==> src/rtl/cnt_job_sched.sv <==
// ----------------------------------------------------------------------------
// cnt_job_sched
//   Round-robin scheduler that shares one CW-bit up-counter between NREQ
//   requesters. A requester raises req_valid with a target count on its
//   req_len slice. The block accepts one job at a time. For that job it
//   clears the shared counter, enables it until cnt_q reaches the target,
//   and then pulses done to the owner together with a completion status.
//   A watchdog ends the job with TIMEOUT if the counter never reaches the
//   target.
//
// Ports
//   clk        in   clock, all state on the rising edge
//   rstn       in   asynchronous active-low reset
//   req_valid  in   [NREQ]     per-requester job request
//   req_len    in   [NREQ*CW]  per-requester target, slice i = [i*CW +: CW]
//   abort      in   cancels the job in flight (CLEAR or RUN)
//   cnt_q      in   [CW]       current value of the shared counter
//   req_ready  out  [NREQ]     one-hot accept pulse
//   cnt_clr    out  synchronous clear to the shared counter
//   cnt_en     out  count enable to the shared counter
//   busy       out  high whenever a job is in flight
//   owner      out  index of the current/last granted requester
//   done       out  [NREQ]     one-hot completion pulse
//   status     out  [2]        00 OK, 01 ABORTED, 10 TIMEOUT (valid with done)
// ----------------------------------------------------------------------------
module cnt_job_sched #(
    parameter int NREQ = 4,
    parameter int CW   = 4
) (
    input  logic                    clk,
    input  logic                    rstn,
    input  logic [NREQ-1:0]         req_valid,
    input  logic [NREQ*CW-1:0]      req_len,
    input  logic                    abort,
    input  logic [CW-1:0]           cnt_q,
    output logic [NREQ-1:0]         req_ready,
    output logic                    cnt_clr,
    output logic                    cnt_en,
    output logic                    busy,
    output logic [$clog2(NREQ)-1:0] owner,
    output logic [NREQ-1:0]         done,
    output logic [1:0]              status
);

    localparam int          OW       = $clog2(NREQ);
    localparam logic [CW:0] WD_LIMIT = {1'b1, {CW{1'b0}}};
    localparam logic [OW:0] NREQ_W   = (OW+1)'(NREQ);
    localparam logic [1:0]  ST_OK    = 2'b00;
    localparam logic [1:0]  ST_ABORT = 2'b01;
    localparam logic [1:0]  ST_TOUT  = 2'b10;

    typedef enum logic [1:0] {
        S_IDLE  = 2'd0,
        S_CLEAR = 2'd1,
        S_RUN   = 2'd2,
        S_DONE  = 2'd3
    } state_t;

    state_t          state_q, state_d;
    logic [OW-1:0]   ptr_q, ptr_d;
    logic [OW-1:0]   owner_q, owner_d;
    logic [CW-1:0]   len_q, len_d;
    logic [CW:0]     wd_q, wd_d;
    logic [1:0]      status_q, status_d;

    logic            grant_vld_s;
    logic [OW-1:0]   grant_idx_s;
    logic [OW:0]     cand_sum_s;
    logic [CW-1:0]   len_arr_s [NREQ];
    logic            match_s;
    logic            timeout_s;
    logic [NREQ-1:0] req_ready_s;
    logic [NREQ-1:0] done_s;
    logic            cnt_clr_s;
    logic            cnt_en_s;

    // Split the packed length bus into one entry per requester.
    always_comb begin
        for (int i = 0; i < NREQ; i++) begin
            len_arr_s[i] = req_len[i*CW +: CW];
        end
    end

    // Round-robin search: walk offsets NREQ..1 so the smallest offset from
    // ptr+1 is the last (winning) assignment.
    always_comb begin
        grant_vld_s = 1'b0;
        grant_idx_s = '0;
        cand_sum_s  = '0;
        for (int k = NREQ; k >= 1; k--) begin
            cand_sum_s = {1'b0, ptr_q} + (OW+1)'(k);
            if (cand_sum_s >= NREQ_W) begin
                cand_sum_s = cand_sum_s - NREQ_W;
            end else begin
                cand_sum_s = cand_sum_s;
            end
            if (req_valid[cand_sum_s[OW-1:0]]) begin
                grant_vld_s = 1'b1;
                grant_idx_s = cand_sum_s[OW-1:0];
            end else begin
                grant_vld_s = grant_vld_s;
                grant_idx_s = grant_idx_s;
            end
        end
    end

    assign match_s   = (cnt_q == len_q);
    assign timeout_s = (wd_q == WD_LIMIT);

    // Next-state and output decode of the job FSM.
    always_comb begin
        state_d     = state_q;
        ptr_d       = ptr_q;
        owner_d     = owner_q;
        len_d       = len_q;
        wd_d        = wd_q;
        status_d    = status_q;
        req_ready_s = '0;
        done_s      = '0;
        cnt_clr_s   = 1'b0;
        cnt_en_s    = 1'b0;
        case (state_q)
            S_IDLE: begin
                if (grant_vld_s) begin
                    req_ready_s[grant_idx_s] = 1'b1;
                    len_d                    = len_arr_s[grant_idx_s];
                    owner_d                  = grant_idx_s;
                    state_d                  = S_CLEAR;
                end else begin
                    state_d = S_IDLE;
                end
            end
            S_CLEAR: begin
                cnt_clr_s = 1'b1;
                wd_d      = '0;
                if (abort) begin
                    status_d = ST_ABORT;
                    state_d  = S_DONE;
                end else begin
                    state_d = S_RUN;
                end
            end
            S_RUN: begin
                wd_d     = wd_q + 1'b1;
                // Enable stops in the very cycle the job ends so the counter
                // holds its final value.
                cnt_en_s = ~match_s & ~abort & ~timeout_s;
                if (match_s) begin
                    status_d = ST_OK;
                    state_d  = S_DONE;
                end else if (abort) begin
                    status_d = ST_ABORT;
                    state_d  = S_DONE;
                end else if (timeout_s) begin
                    status_d = ST_TOUT;
                    state_d  = S_DONE;
                end else begin
                    state_d = S_RUN;
                end
            end
            S_DONE: begin
                done_s[owner_q] = 1'b1;
                ptr_d           = owner_q;
                state_d         = S_IDLE;
            end
            default: begin
                state_d = S_IDLE;
            end
        endcase
    end

    // State and job-context registers.
    always_ff @(posedge clk or negedge rstn) begin
        if (!rstn) begin
            state_q  <= S_IDLE;
            ptr_q    <= OW'(NREQ-1);
            owner_q  <= '0;
            len_q    <= '0;
            wd_q     <= '0;
            status_q <= 2'b00;
        end else begin
            state_q  <= state_d;
            ptr_q    <= ptr_d;
            owner_q  <= owner_d;
            len_q    <= len_d;
            wd_q     <= wd_d;
            status_q <= status_d;
        end
    end

    // The accept pulse is combinational from req_valid while idle, so it is
    // masked by rstn to keep it low during reset with requests pending.
    assign req_ready = rstn ? req_ready_s : '0;
    assign done      = done_s;
    assign cnt_clr   = cnt_clr_s;
    assign cnt_en    = cnt_en_s;
    assign busy      = (state_q != S_IDLE);
    assign owner     = owner_q;
    assign status    = (state_q == S_DONE) ? status_q : 2'b00;

endmodule
==> config.mk <==
export PLATFORM = sky130hd
export DESIGN_NAME = cnt_job_sched
export DESIGN_NICKNAME = d
export VERILOG_FILES = /design/src/rtl/cnt_job_sched.sv
export SDC_FILE = /design/constraint.sdc
export NUM_CORES = 1
export LEC_CHECK = 0
export CORE_UTILIZATION = 41
export DETAILED_ROUTE_END_ITERATION = 12
export PLACE_DENSITY = 0.8
export SETUP_SLACK_MARGIN = 0.1
export SYNTH_ARGS = -nofsm -noshare
export SYNTH_HDL_FRONTEND = slang
export SYNTH_SLANG_ARGS = --single-unit
export TNS_END_PERCENT = 50
==> constraint.sdc <==
create_clock -name clk -period 1.6 [get_ports clk]
set_input_delay 0.16 -clock clk [delete_from_list [all_inputs] [get_ports clk]]
set_output_delay 0.16 -clock clk [all_outputs]
set_load 0.02 [all_outputs]
[Yosys cells after proc, flatten, opt, wreduce, memory -nomap -nowiden]
Cells that the tools add are included.
Operators by class
  add/sub/neg operators: 9
  $lt $le $gt $ge: 13
  eq/ne operators: 7
  multiplexer cells: 46
  bitwise gates (word level): 6
  reduce and logical (&&, ||, !) cells: 7
Operators with widths (count)
  2-to-1 mux 2 bit: 13
  2-to-1 mux 4 bit: 6
  less-than comparator 2 x 3 -> 1 bit, second input constant: 6
  2-to-1 mux 1 bit: 17
  greater-or-equal comparator 3 bit, second input constant: 5
  one-hot mux 5 bit (2 select lines): 1
  binary-select mux 1 bit (select 2 bit): 4
  binary-select mux 4 bit (select 2 bit): 1
  one-hot mux 2 bit (4 select lines): 1
  subtractor 2 x 1 -> 2 bit, second input constant: 4
  adder 2 x 2 -> 3 bit, second input constant: 2
  adder 5 x 1 -> 5 bit, second input constant: 1
  == test 5 bit, second input constant: 1
  demux 1 bit (select 2 bit): 2
  == test 2 bit, second input constant: 2
  == test 4 bit: 1
  greater-or-equal comparator 2 x 1 -> 1 bit, second input constant: 2
  != test 4 bit, second input constant: 1
  one-hot mux 2 bit (2 select lines): 1
  nonzero test 2 bit: 2
  adder 2 x 1 -> 3 bit, second input constant: 1
  adder 2 x 3 -> 3 bit, second input constant: 1
  NOT 1 bit: 3
  NOT 2 -> 3 bit: 1
  7 further kinds: 9
Storage, ports and cells
  flip-flop bits (word level): 17
  input bits: 27
  output and inout bits: 15
  word-level logic and storage cells: 94

[Depth between registers and ports, before layout]
  depth after elaboration: 16
  mapped depth: 7
  depth with buffers taken out: 6

[Least setup slack after synthesis]
No wires, ideal clock.
  path type: flip-flop to output port
  from: register ptr_q[1]
  to: output req_ready[0]
  data arrival time: 1535 ps
  required time: 1440 ps
  slack: -95 ps
  stages on the path, launching flop included: 5
  buffers on the path: 0
  path through: dfstp_2 -> o21ai_0 -> or2_1 -> o221a_2 -> nor3_1
On the way
  word-level cells in the longest chain between the ends: 16
  elaborated cells between the ends (all ways): 40
  those cells by class: add/sub: 8; order compare: 6; mux: 25; reduce/logical: 1
RTL lines
  start, declared: RTL line 60  | logic [OW-1:0] ptr_q, ptr_d;
  start signal, assigned: RTL line 176  | ptr_q <= OW'(NREQ-1);
  start signal, assigned: RTL line 183  | ptr_q <= ptr_d;
  adder 2 x 3 -> 3 bit: RTL line 91  | cand_sum_s = {1'b0, ptr_q} + (OW+1)'(k);
  greater-or-equal comparator 3 bit / subtractor 2 x 1 -> 2 bit (equally long branches): RTL line 92, 93
  2-to-1 mux 2 bit: RTL line 92  | if (cand_sum_s >= NREQ_W) begin
  binary-select mux 1 bit (select 2 bit): RTL line 97  | if (req_valid[cand_sum_s[OW-1:0]]) begin
  2-to-1 mux 1 bit (implied by the code): RTL line 97
  2-to-1 mux 2 bit (4 in a row): RTL line 97
  less-than comparator 2 x 3 -> 1 bit (implied by the code) / greater-or-equal comparator 2 x 1 -> 1 bit (equally long branches): RTL line 125  | req_ready_s[grant_idx_s] = 1'b1;
  logical AND 1 bit (implied by the code): RTL line 125
  2-to-1 mux 1 bit (implied by the code): RTL line 125
  demux 1 bit (select 2 bit): RTL line 125
  2-to-1 mux 4 bit (*): RTL line 124  | if (grant_vld_s) begin
  2-to-1 mux 4 bit (*): RTL line 122  | case (state_q)
  2-to-1 mux 4 bit (*): RTL line 193  | assign req_ready = rstn ? req_ready_s : '0;
  end, declared: RTL line 36  | output logic [NREQ-1:0] req_ready,
Every way passes the cells marked *; elsewhere a longest branch is shown, timed or not. The select of a mux whose other input is x is not followed.

[Worst setup path in the final report]
  from: register ptr_q[0]
  to: output req_ready[3]
The elaborated chain is that of the path after synthesis.

==> flow_summary_export.csv <==
group,metric,value,unit
clock_tree,clock_latency,0.28,ns
power_and_ir_drop,p_leak,0.999,nW
grt,overflow,0,
floorplan,io_pins,42,
synth,syn_inst,138,
final_layout,nets,263,
drt,detail-route-antenna-nets,0,
drt,wirelength,3970,um
drt,vias,1422,
sta,setup_viol,9,
power_and_ir_drop,p_per_area,1600,nW/um2
floorplan,fp.dieArea,3210,um2
floorplan,start_util,0.437,
sta,hold_violations,0,
synth,synth_top_area_frac,0.306,
sta,fin_skew,0.00461,ns
final_layout,regArea,428,um2
sta,maxSlewViolCount,0,
synth,avgSynthCellArea,8.89,um2
critical_path,worstSetupPathType,"flop to primary output",
grt,grt_pass1_wl,6670,um
sta,fmax,549,MHz
floorplan,die_h,56.7,um
synth,synth_area_leaders,"dfrtp_1 31%, ha_1 7.1%, nand2_1 5.8%, o21ai_0 5.3%, dfstp_2 4.3%",
grt,grt.total_usage,0.270,
sta,max-slew-margin-rel,0.782,
drt,drc,5,
final_layout,layout-drive-gt1-share,0.439,
synth,syn_area,1230,um2
critical_path,cp.arrival,1.66,ns
clock_tree,cts_max_path_buffers,2,
critical_path,cp_slowest_cell,"dfstp_2",
synth,synth_warnings,0,
critical_path,required,1.44,ns
floorplan,core,2810,um2
placement,gp_congestion,0.820,
power_and_ir_drop,power_frac_clock,0.063,
synth,async_flop_share,1.00,
critical_path,worstSetupEndpointType,"primary output",
clock_tree,numClockSinks,17,
synth,ys_seq_elements,17,
placement,place_hpwl,2900,um
floorplan,rows,19,
power_and_ir_drop,seqPwrFrac,0.217,
final_layout,fin_util,0.786,
final_layout,nFillCells,171,
sta,rsz0062_at_grt,"yes",
drt,drt-initial-drc-count,52,
run_status,outcome,"finished, violations left",
placement,portBuffers,41,
synth,synth_cell_types,42,
power_and_ir_drop,swShare,0.426,
drt,wl_per_cell,15.3,um
critical_path,cpPeakStageDelay,0.59,ns
run,max_cap_viol_count,0,
clock_tree,cts-root-buf,"clkbuf_4",
final_layout,syn_to_final_growth,79.8,%
sta,setup_slack,-0.223,ns
critical_path,cp_cell_sequence,"nor2b_4, buf_6, o21a_4, nor3_4, nor3_2, buf_4",
sta,post-route-period-util,1.14,
synth,ys_seq_area_frac,0.349,
drt,viasPerCell,5.49,
critical_path,cp-start-kind,"flop",
critical_path,crit_fanout,3,
sta,period_minus_slack,1.82,ns
floorplan,die_w,56.7,um
run_status,violations,"DRC, setup timing",
power_and_ir_drop,p_sw,1.51,mW
synth,synth_edf_count,0,
placement,place_area,2010,um2
grt,grt_pass1_vias,1545,
final_layout,final_cell_area,2200,um2
synth,synth_area_leader_cell,"dfrtp_1",
synth,syn_nets,172,
synth,synth-main-ff-cell,"dfrtp_1",
min_path,min_path_type,"input port to async pin",
power_and_ir_drop,p_int,2.03,mW
grt,grt_max_degree,18,
grt,antenna_found_initial,0,
final_layout,antennaDiodeCount,0,
sta,tightest_slew,0.326,ns
final_layout,multi_input_area,905,um2
clock_tree,htreeDepth,1,
drt,dr.pass1.iters,10,
clock_tree,numCtsBuffers,3,
clock_tree,cts_tree,"built",
power_and_ir_drop,combPwrFrac,0.720,
clock_tree,clk_pin_slew,0.10,ns
power_and_ir_drop,peakVddDrop,1100,uV
[registers in the layout, indices dropped and copies added, names as in the netlist]
register  cells
ptr_q         2
len_q         4
state_q       2
status_q      2
wd_q          5
owner         2
[critical path: cells and delay by family, from the launching register on]
kind | cells | cell delay [ns]
AO/OA/AOI/OAI | 1 | 0.20
buffers and inverters | 2 | 0.27
flip-flops | 1 | 0.59
AND/OR/NAND/NOR | 3 | 0.31
[cell families after synthesis]
| kind of cell | after synthesis | share of synthesized area |
|---|---|---|
| adder cells (fa/ha/maj) | 7 | 0.0714 |
| XOR/XNOR | 4 | 0.0286 |
| buffers and inverters | 13 | 0.0408 |
| flip-flops | 17 | 0.349 |
| AO/OA/AOI/OAI | 39 | 0.233 |
| multiplexers | 5 | 0.0418 |
| AND/OR/NAND/NOR | 53 | 0.236 |
[routing by layer]
layer | share of wire | global-route usage | vias up
met1 | 0.38 | 0.280 | 668
met2 | 0.55 | 0.519 | 53
met3 | 0.045 | 0.0369 | 10
met4 | 0.025 | 0.136 | 0
met5 | 0 | 0 | -
li1 | - | - | 691
[repair_timing]
item,4_1_cts,5_1_grt
hold buffers,0,0
gates resized for setup,80,26
hold endpoints to repair,0,0
buffers inserted,6,1
pin swaps,9,8
endpoints found under the setup margin,22,21
[synth_stat cells, types with 3 or more instances]
cell type,count
nand2_1,19
dfrtp_1,15
o21ai_0,13
inv_1,10
nand3_1,8
ha_1,7
nand4_1,5
o31ai_1,5
a211o_1,4
mux2i_1,4
nor3_1,4
xnor2_1,4
a21oi_1,3
nor2_1,3
o311ai_1,3
[final timing paths]
check                                              from                       to  slack (ns)  cells past startpoint
worst max register to register     ptr_q[0]$_DFFE_PN1P_     len_q[0]$_DFFE_PN0P_       -0.22                      7
worst min-delay path                               rstn  status_q[1]$_DFFE_PN0P_        0.36                      2
worst min register to register  status_q[0]$_DFFE_PN0P_  status_q[0]$_DFFE_PN0P_        0.51                      1
min in group clk                status_q[0]$_DFFE_PN0P_  status_q[0]$_DFFE_PN0P_        0.51                      1
worst max-delay path               ptr_q[0]$_DFFE_PN1P_             req_ready[3]       -0.22                      6
max in group asynchronous                          rstn     ptr_q[0]$_DFFE_PN1P_        0.98                      2
[power groups by stage]
stage / logic, mW / registers [mW] / clock network (mW)
5_1_grt: 2.76 / 0.794 / 0.260
3_5_place_dp: 2.18 / 0.755 / 0
3_3_place_gp: 2.09 / 0.745 / 0
4_1_cts: 2.32 / 0.748 / 0.229
2_1_floorplan: 1.07 / 0.774 / 0
6_report: 2.55 / 0.767 / 0.224
[layout make-up]
| type | instances | area share |
|---|---|---|
| Clock buffer | 4 | 0.0119 |
| Multi-Input combinational cell | 108 | 0.410 |
| Sequential cell | 17 | 0.194 |
| Inverter | 10 | 0.0170 |
| Tap cell | 31 | 0.0176 |
| Timing Repair Buffer | 89 | 0.349 |
[per-stage QoR]
stage               hold slack, ns  setup slack (ns)  total power [mW]  setup TNS, ns  std cells
floorplan                   -0.136           -0.0125              1.85        -0.0125        138
global placement             0.493            -0.618              2.83          -4.98        248
detailed placement           0.489            -0.705              2.94          -6.19        248
CTS                          0.338            -0.214              3.29          -1.60        258
global route                 0.354            -0.308              3.81          -2.60        259
finish                       0.358            -0.223              3.54          -1.79        259
[cell usage in the layout, fill, tap and decap left out, types with 4 or more instances in the layout]
cell / netlist / routed
buf_4: 0 / 50
clkdlybuf4s50_1: 0 / 23
nand2_1: 19 / 18
dfrtp_1: 15 / 15
o21ai_0: 13 / 12
buf_6: 0 / 8
inv_1: 10 / 7
nand3_1: 8 / 6
nand4_1: 5 / 5
dlygate4sd2_1: 0 / 5
xnor2_1: 4 / 4
mux2i_1: 4 / 4
o31ai_1: 5 / 4
a211o_1: 4 / 4
Note: power is estimated with default switching activity, not from simulation.
